[src/rtl/pong_pkg.sv]
// Shared timing and colour constants for the pong raster path.
package pong_pkg;

  localparam int unsigned H_ACTIVE = 640;
  localparam int unsigned H_FRONT  = 16;
  localparam int unsigned H_SYNC   = 96;
  localparam int unsigned H_BACK   = 48;
  localparam int unsigned H_TOTAL  = H_ACTIVE + H_FRONT + H_SYNC + H_BACK;

  localparam int unsigned V_ACTIVE = 480;
  localparam int unsigned V_FRONT  = 10;
  localparam int unsigned V_SYNC   = 2;
  localparam int unsigned V_BACK   = 33;
  localparam int unsigned V_TOTAL  = V_ACTIVE + V_FRONT + V_SYNC + V_BACK;

  localparam logic [11:0] COLOR_BALL = 12'hFFF;
  localparam logic [11:0] COLOR_P1   = 12'hF00;
  localparam logic [11:0] COLOR_P2   = 12'h00F;
  localparam logic [11:0] COLOR_NET  = 12'h888;
  localparam logic [11:0] COLOR_BG   = 12'h000;

  typedef struct packed {
    logic [3:0] r;
    logic [3:0] g;
    logic [3:0] b;
  } rgb_t;

endpackage

[src/rtl/vga_axis_counter.sv]
// One raster axis: free-running position counter with sync and visible-area decode.
module vga_axis_counter #(
  parameter int unsigned ACTIVE = 640,
  parameter int unsigned FRONT  = 16,
  parameter int unsigned SYNC   = 96,
  parameter int unsigned BACK   = 48,
  localparam int unsigned Total = ACTIVE + FRONT + SYNC + BACK,
  localparam int unsigned CntW  = $clog2(Total)
) (
  input  logic            clk,
  input  logic            rst_n,
  input  logic            en,
  output logic [CntW-1:0] cnt,
  output logic            wrap,
  output logic            in_sync,
  output logic            in_active
);

  localparam logic [CntW-1:0] Last      = CntW'(Total - 1);
  localparam logic [CntW-1:0] SyncFirst = CntW'(ACTIVE + FRONT);
  localparam logic [CntW-1:0] SyncLast  = CntW'(ACTIVE + FRONT + SYNC - 1);
  localparam logic [CntW-1:0] ActEnd    = CntW'(ACTIVE);

  logic [CntW-1:0] cnt_q, cnt_d;

  // Advance on enable, wrapping to zero after the last position of the axis.
  always_comb begin
    wrap  = (cnt_q == Last);
    cnt_d = cnt_q;
    if (en) begin
      cnt_d = wrap ? '0 : cnt_q + 1'b1;
    end
  end

  // Position register.
  always_ff @(posedge clk) begin
    if (!rst_n) begin
      cnt_q <= '0;
    end else begin
      cnt_q <= cnt_d;
    end
  end

  assign cnt       = cnt_q;
  assign in_sync   = (cnt_q >= SyncFirst) && (cnt_q <= SyncLast);
  assign in_active = (cnt_q < ActEnd);

endmodule

[src/rtl/vga_scan.sv]
// Raster source: pixel divider, h/v counters, object colour mux and registered pin stage.
module vga_scan #(
  parameter int unsigned PIX_DIV  = 2,
  parameter int unsigned H_ACTIVE = pong_pkg::H_ACTIVE,
  parameter int unsigned H_FRONT  = pong_pkg::H_FRONT,
  parameter int unsigned H_SYNC   = pong_pkg::H_SYNC,
  parameter int unsigned H_BACK   = pong_pkg::H_BACK,
  parameter int unsigned V_ACTIVE = pong_pkg::V_ACTIVE,
  parameter int unsigned V_FRONT  = pong_pkg::V_FRONT,
  parameter int unsigned V_SYNC   = pong_pkg::V_SYNC,
  parameter int unsigned V_BACK   = pong_pkg::V_BACK,
  localparam int unsigned RowW    = $clog2(V_ACTIVE),
  localparam int unsigned ColW    = $clog2(H_ACTIVE)
) (
  input  logic            clk,
  input  logic            rst_n,
  output logic [RowW-1:0] row,
  output logic [ColW-1:0] col,
  output logic            active,
  input  logic            ball_present,
  input  logic            paddle1_present,
  input  logic            paddle2_present,
  output logic [3:0]      red,
  output logic [3:0]      green,
  output logic [3:0]      blue,
  output logic            hsync,
  output logic            vsync,
  output logic            frame_start
);
  import pong_pkg::*;

  localparam int unsigned HTotal = H_ACTIVE + H_FRONT + H_SYNC + H_BACK;
  localparam int unsigned VTotal = V_ACTIVE + V_FRONT + V_SYNC + V_BACK;
  localparam int unsigned HCntW  = $clog2(HTotal);
  localparam int unsigned VCntW  = $clog2(VTotal);
  localparam int unsigned DivW   = (PIX_DIV > 1) ? $clog2(PIX_DIV) : 1;

  localparam logic [DivW-1:0]  DivLast = DivW'(PIX_DIV - 1);
  localparam logic [HCntW-1:0] HNetL   = HCntW'(H_ACTIVE / 2 - 1);
  localparam logic [HCntW-1:0] HNetR   = HCntW'(H_ACTIVE / 2);
  // Net is drawn on rows whose bit 3 is clear (8-row dashes).
  localparam logic [VCntW-1:0] VDash   = VCntW'(8);

  logic [DivW-1:0]  div_q, div_d;
  logic             pix_en;
  logic [HCntW-1:0] h_cnt;
  logic [VCntW-1:0] v_cnt;
  logic             h_wrap, h_sync, h_act;
  logic             v_wrap, v_sync, v_act;
  logic             net;
  logic [11:0]      colour;
  rgb_t             rgb_q, rgb_d;
  logic             hsync_q, hsync_d;
  logic             vsync_q, vsync_d;

  // Pixel-enable divider: one pix_en every PIX_DIV board clocks.
  always_comb begin
    pix_en = (div_q == DivLast);
    div_d  = pix_en ? '0 : div_q + 1'b1;
  end

  vga_axis_counter #(
    .ACTIVE(H_ACTIVE),
    .FRONT (H_FRONT),
    .SYNC  (H_SYNC),
    .BACK  (H_BACK)
  ) u_h_axis (
    .clk      (clk),
    .rst_n    (rst_n),
    .en       (pix_en),
    .cnt      (h_cnt),
    .wrap     (h_wrap),
    .in_sync  (h_sync),
    .in_active(h_act)
  );

  vga_axis_counter #(
    .ACTIVE(V_ACTIVE),
    .FRONT (V_FRONT),
    .SYNC  (V_SYNC),
    .BACK  (V_BACK)
  ) u_v_axis (
    .clk      (clk),
    .rst_n    (rst_n),
    .en       (pix_en && h_wrap),
    .cnt      (v_cnt),
    .wrap     (v_wrap),
    .in_sync  (v_sync),
    .in_active(v_act)
  );

  assign active      = h_act && v_act;
  assign row         = active ? v_cnt[RowW-1:0] : '0;
  assign col         = active ? h_cnt[ColW-1:0] : '0;
  assign frame_start = pix_en && h_wrap && v_wrap;

  // Colour priority: ball over paddles over net over background.
  always_comb begin
    net = ((h_cnt == HNetL) || (h_cnt == HNetR)) && ((v_cnt & VDash) == '0);
    if (ball_present) begin
      colour = COLOR_BALL;
    end else if (paddle1_present) begin
      colour = COLOR_P1;
    end else if (paddle2_present) begin
      colour = COLOR_P2;
    end else if (net) begin
      colour = COLOR_NET;
    end else begin
      colour = COLOR_BG;
    end
  end

  // Output stage: capture colour and syncs once per pixel, hold in between.
  always_comb begin
    rgb_d   = rgb_q;
    hsync_d = hsync_q;
    vsync_d = vsync_q;
    if (pix_en) begin
      rgb_d   = active ? rgb_t'(colour) : rgb_t'(COLOR_BG);
      hsync_d = ~h_sync;
      vsync_d = ~v_sync;
    end
  end

  // Divider and pin registers; reset drops any sync pulse in progress.
  always_ff @(posedge clk) begin
    if (!rst_n) begin
      div_q   <= '0;
      rgb_q   <= '0;
      hsync_q <= 1'b1;
      vsync_q <= 1'b1;
    end else begin
      div_q   <= div_d;
      rgb_q   <= rgb_d;
      hsync_q <= hsync_d;
      vsync_q <= vsync_d;
    end
  end

  assign red   = rgb_q.r;
  assign green = rgb_q.g;
  assign blue  = rgb_q.b;
  assign hsync = hsync_q;
  assign vsync = vsync_q;

endmodule
[config.mk]
export PLATFORM = sky130hd
export DESIGN_NAME = vga_scan
export DESIGN_NICKNAME = d
export VERILOG_FILES = /design/src/rtl/pong_pkg.sv /design/src/rtl/vga_axis_counter.sv /design/src/rtl/vga_scan.sv
export SDC_FILE = /design/constraint.sdc
export NUM_CORES = 1
export LEC_CHECK = 0
export CAP_MARGIN = 0
export CORE_UTILIZATION = 35
export DETAILED_ROUTE_END_ITERATION = 8
export SYNTH_ARGS = -nofsm -noshare
export SYNTH_HDL_FRONTEND = slang
export SYNTH_HIERARCHICAL = 1
export SYNTH_SLANG_ARGS = --single-unit
[constraint.sdc]
create_clock -name clk -period 2.95 [get_ports clk]
set_input_delay 0.59 -clock clk [delete_from_list [all_inputs] [get_ports clk]]
set_output_delay 0.59 -clock clk [all_outputs]
set_load 0.01 [all_outputs]
### Word level (Yosys, flattened, before mapping)

Cells that the tools add are included.

* equal/unequal tests: 4
* bitwise logic cells: 3
* muxes and demuxes: 9
* reduce and logical (&&, ||, !) cells: 9
* add/sub/neg operators: 3
* $lt $le $gt $ge: 6

Operators by type and width (count)
* $mux 12: 5
* $mux 10: 3
* $add 10x1->10 const B: 2
* $eq 10x10->1 const B: 2
* $eq 10x9->1 const B: 2
* $ge 10x10->1 const B: 1
* $ge 10x9->1 const B: 1
* $le 10x10->1 const B: 1
* $le 10x9->1 const B: 1
* $logic_not 10->1: 1
* $lt 10x10->1 const B: 1
* $lt 10x9->1 const B: 1
* $mux 9: 1
* $logic_and 1x1->1: 6
* $not 1->1: 3
* $reduce_or 2->1: 1
* $add 1x1->1 const B: 1
* $logic_or 1x1->1: 1

* word-level logic and storage cells: 42
* register bits: 35
* output and inout port bits: 35

### Logic depth before layout (Yosys ltp)

* word-level depth: 8
* depth in mapped cells: 8
* mapped depth without buffers: 7

### Hierarchy

Netlist, hierarchy kept.

By module, submodules not included
* vga_scan: times used 1, cells each 80, area an instance 624.3 um^2
* vga_axis_counter at u_h_axis: times used 1, cells each 64, area an instance 570.5 um^2
* vga_axis_counter at u_v_axis: times used 1, cells each 59, area an instance 516.7 um^2

### Worst setup path after synthesis

Ideal clock, no wire load.

* path kind: register to register
* from: reg u_h_axis.cnt_q[5], in the netlist u_h_axis/cnt[5]
* to: reg u_v_axis.cnt_q[7], in the netlist u_v_axis/cnt[7]
* setup time: 0.070 ns
* data required time: 2.880 ns
* arrival time: 2.343 ns
* path slack: 0.538 ns
* stages on the path, launching flop included: 9
* cells stage by stage: dfxtp_1 > buf_6 > or4b_4 > nor4_2 > and2_1 > buf_2 > nand3_1 > or4_1 > a21oi_1

* word-level cells in the longest chain between the ends: 2

Ends and longest elaborated chain
* from (decl): RTL line vga_axis_counter.sv:24 `logic [CntW-1:0] cnt_q, cnt_d;`
* from (signal assigned): RTL line vga_axis_counter.sv:40 `cnt_q <= cnt_d;`
* $eq 10x10->1: RTL line vga_axis_counter.sv:28 `wrap = (cnt_q == Last);`
* named net h_wrap: RTL line vga_scan.sv:48 `logic h_wrap, h_sync, h_act;`
* $logic_and 1x1->1: RTL line vga_scan.sv:85 `.en (pix_en && h_wrap),`
* to (signal assigned): RTL line vga_axis_counter.sv:40
* to (decl): RTL line vga_axis_counter.sv:24

The timed path passes the listed nets, and every way through them passes these cells.
A chain may end at the register's enable or synchronous reset.

### Worst setup path after layout

* from: reg u_h_axis.cnt_q[1], in the netlist u_h_axis/cnt[1]
* to: out frame_start

* word-level cells in the longest chain between the ends: 3

Ends and longest elaborated chain
* $eq 10x10->1: RTL line vga_axis_counter.sv:28
* named net h_wrap: RTL line vga_scan.sv:48
* $logic_and 1x1->1 (2 in a row): RTL line vga_scan.sv:95 `assign frame_start = pix_en && h_wrap && v_wrap;`
* to (decl): RTL line vga_scan.sv:28 `output logic frame_start`

The timed path passes the listed nets, and every way through them passes these cells.

==> summary by stage <==
Floorplan
The core region area is 4720 um^2. The die covers 5170 um^2. After floorplanning, the core was divided into 25 placement rows.

In this run the count of I/O pins placed on the die edge is 40. The effective utilization at floorplan is 36.2%. Measured along the x axis, the die boundary spans 71.9 um.

The floorplan step set the die height to 71.9 um.

GRT
In the global route stage, overall resource usage came out at 16.4%. Global routing finished with a remaining overflow of 0. The number of global-route vias before repair is 1393.

The initial antenna violation count is 0. The wire length of the first global-routing pass is 6640 um. The maximum number of pins on one net before global-route repair is 21.

CTS
The clock tree from TritonCTS is yes. Counting the buffers created by CTS gives 5. Clock tree synthesis selected as its root buffer the cell sky130_fd_sc_hd__clkbuf_8. The number of buffers inserted to repair setup after CTS is 0. Counting every sink on the clock net gives 29.

After clock tree synthesis, the flow added hold-fix buffers numbering 0. The maximum clock path buffer count is 2. The H-tree generated during clock tree synthesis spans 2 levels.

Clock-pin slew was measured on the worst setup and hold paths at 0.06 ns. The clock insertion delay at the later pin of the skew report is 0.28 ns.

Critical path
For this run, the slowest stage of the critical path takes 0.54 ns. Of all nets on the critical path, the largest fanout is 7. The worst register-to-register path has a setup slack of 0.66 ns. The dominant delay contributor by cell family on the critical path is simple AND/OR/NAND/NOR gates. The critical path is of the reg2out type.

The startpoint identified for the worst register-to-register timing path is u_h_axis/cnt[1]. Traced cell by cell, the critical path runs through ha_1, nand2_1, nor4_4, and3_1, clkdlybuf4s50_1. Data arrives at the worst endpoint at 2.19 ns. The number of cells on the worst reg-to-reg path is 7.

The launching element type of the critical path is a flip-flop. The number of buffer and inverter stages on the critical path is 1. STA classifies the critical path endpoint as an output port.

The slowest cell on the critical path is sky130_fd_sc_hd__clkdlybuf4s50_1. For the worst setup path, the data required time is 2.36 ns. The endpoint identified for the worst register-to-register timing path is u_v_axis/cnt[7].

Place
Port buffering added 39 buffers. The detailed-placement wirelength estimate is 2870 um. The post-placement cell area is 2160 um^2.

The total instance count after detailed placement is 303. The routability-driven placement congestion ratio is 0.733.

Detailed routing
The met2 layer wire length in the routed design is 1690 um. The detailed router put a total of 2110 um of wire on met1. The final layout contains routed wiring with a total length of 4050 um. For this block, the initial DRC count from the detailed router was 63. The detailed route wirelength on metal3 is 192 um.

The highest metal layer carrying signal wires in the routed design is met4. In this run the remaining antenna-violating nets after routing total 0. The number of detailed-route iterations in the first pass is 4.

Summing over every cut layer, the via total after detailed routing is 1592. After detailed routing, the number of remaining DRC violations is 0. The detailed-route vias per instance is 5.14.

After detailed routing, the average wire length per cell comes to 13.1 um.

STA
Clock skew on the completed layout was measured at 0.00418 ns. The worst path in the final design needs a cycle of 2.78 ns, including I/O delays and setup. At the pin with the least slew margin, the transition time is 0.505 ns. The hold violation total from the final report was 0. Adding up every negative setup slack in the final design gives 0 ns.

Setup repair after global routing left no endpoint under its margin. The total of endpoints with negative setup slack in the final report is 0. The worst pin sits at a relative slew slack of 65.8%.

The maximum clock frequency is 359 MHz. The final critical path takes up 94.4% of the cycle. The number of max-slew violations in the final report is 0.

Synth
The number of enable-type register cells in the synthesized netlist is 0. Yosys attributes the largest share of cell area to sky130_fd_sc_hd__dfxtp_1 (34%), sky130_fd_sc_hd__and3_1 (8.0%), sky130_fd_sc_hd__nand2_1 (3.7%). The number of synthesized register bits is 29.

The synthesized area per cell is 8.43 um^2. In the synthesized netlist the async set-or-reset flop fraction comes to 0%. Counting every net in the synthesized netlist gives 212. The distinct cell type count of the synthesized netlist is 46.

The cell area that synthesis handed to floorplanning was 1710 um^2. By count the netlist is led by sky130_fd_sc_hd__dfxtp_1 (29), sky130_fd_sc_hd__and3_1 (22), sky130_fd_sc_hd__nand2_1 (17), sky130_fd_sc_hd__inv_1 (12). The total of warnings raised by yosys is 6. The synthesized design devotes to its leading area cell type 33.9% of total area. Counting every instance in the synthesized netlist gives 203. The dominant register cell in the synthesized netlist is sky130_fd_sc_hd__dfxtp_1. For this run, the register share of the synthesized area comes to 33.9%. The library cell occupying the most area in the post-synthesis netlist is sky130_fd_sc_hd__dfxtp_1. In the post-synthesis netlist, the cell with the most instances is sky130_fd_sc_hd__dfxtp_1.

Finish
The layout cell share with drive strength beyond 1 is 11.9%. After routing the design area is 2250 um^2. The number of diodes added for antenna fixing is 0. The filler cell count is 462. The number of nets in the final layout is 252. After the flow finishes, the layout carries non-filler instances totaling 310. Compared with the post-synthesis result, the final layout area differs by 31.7%. Cells fill 47.7% of the core in the end.

Hold path
The worst hold path class is reg2reg. The worst hold endpoint is div_q. The worst hold path begins at div_q. Along the worst hold path, the cell count comes to 1.

Power and ir drop
The leakage power is 0.862 nW. The design draws 0.840 mW. The cell area power density is 373 nW/um^2.

VDD sags by at most 177 uV.

Flow run
The tool flagged a number of max-cap violations equal to 0.

Outcome
The run finished with clean final reports.
power breakdown:
group	internal [mW]	leakage (nW)	switching, mW	total, mW
combinational	0.0519	0.582	0.0462	0.0982
clock	0.185	0.0443	0.146	0.330
sequential	0.402	0.236	0.00955	0.412
total	0.639	0.862	0.202	0.840
worst max path at each step:
stage / startpoint / to / slack (ns) / cells past startpoint
CTS: u_h_axis/cnt[7] / frame_start / 0.04 / 4
global placement: u_h_axis/cnt[8] / frame_start / 0.33 / 4
detailed placement: u_h_axis/cnt[8] / frame_start / 0.29 / 4
global route: u_h_axis/cnt[1] / frame_start / 0.05 / 5
finish: u_h_axis/cnt[1] / frame_start / 0.17 / 5
floorplan: u_h_axis/cnt[5] / u_v_axis/cnt[7] / 0.54 / 8
state kept, by name, summed over array words and instances (netlist names):
register	cells
hsync	1
red	2
u_h_axis/cnt	10
div_q	1
u_v_axis/cnt	10
vsync	1
blue	2
green	2
cells in the final DEF (no fill, tap or decap), types with 3 or more instances in the layout:
| cell | n |
|---|---|
| sky130_fd_sc_hd__clkdlybuf4s50_1 | 39 |
| sky130_fd_sc_hd__or4_1 | 8 |
| sky130_fd_sc_hd__nand4_1 | 7 |
| sky130_fd_sc_hd__o21ai_0 | 9 |
| sky130_fd_sc_hd__inv_1 | 12 |
| sky130_fd_sc_hd__a21oi_1 | 10 |
| sky130_fd_sc_hd__dfxtp_1 | 28 |
| sky130_fd_sc_hd__nand3_1 | 4 |
| sky130_fd_sc_hd__o31ai_1 | 6 |
| sky130_fd_sc_hd__clkbuf_8 | 6 |
| sky130_fd_sc_hd__nand2_1 | 17 |
| sky130_fd_sc_hd__ha_1 | 4 |
| sky130_fd_sc_hd__xor2_1 | 6 |
| sky130_fd_sc_hd__nand2b_1 | 3 |
| sky130_fd_sc_hd__and2_1 | 3 |
| sky130_fd_sc_hd__buf_4 | 10 |
| sky130_fd_sc_hd__nor2_1 | 10 |
| sky130_fd_sc_hd__and3_1 | 22 |
area by class of cell:
type / instances / area [um^2] / share of cell area (%)
sequential: 29 / 582 / 25.8
timing repair buffer: 49 / 465 / 20.6
inverter: 12 / 45.0 / 2.00
multi-input combinational: 146 / 992 / 44.0
tap: 67 / 83.8 / 3.72
clock buffer: 7 / 86.3 / 3.83
kinds of logic after synthesis:
| kind of cell | count (synthesis) | share of synthesized area [%] |
|---|---|---|
| AO/OA/AOI/OAI | 40 | 16.7 |
| XOR/XNOR | 8 | 4.09 |
| adder cells (fa/ha/maj) | 4 | 2.92 |
| buffers and inverters | 28 | 8.63 |
| flip-flops | 29 | 33.9 |
| multiplexers | 1 | 0.585 |
| AND/OR/NAND/NOR | 93 | 33.1 |
metrics by stage:
stage	hold slack (ns)	setup slack, ns
finish	0.455	0.165
global route	0.494	0.0467
CTS	0.448	0.0386
detailed placement	0.439	0.288
global placement	0.437	0.331
floorplan	0.474	0.538
metal layers:
layer  GRT usage, %  vias to the layer above
met2           23.6                       38
met5              0                        -
met4           6.54                        0
li1               -                      814
met3           3.89                        7
met1           23.6                      733
timing repair:
item	CTS	global route
setup endpoints to repair	1	1
gates resized for setup	1	1
pin swaps	0	1
(Power assumes the default switching activity.)
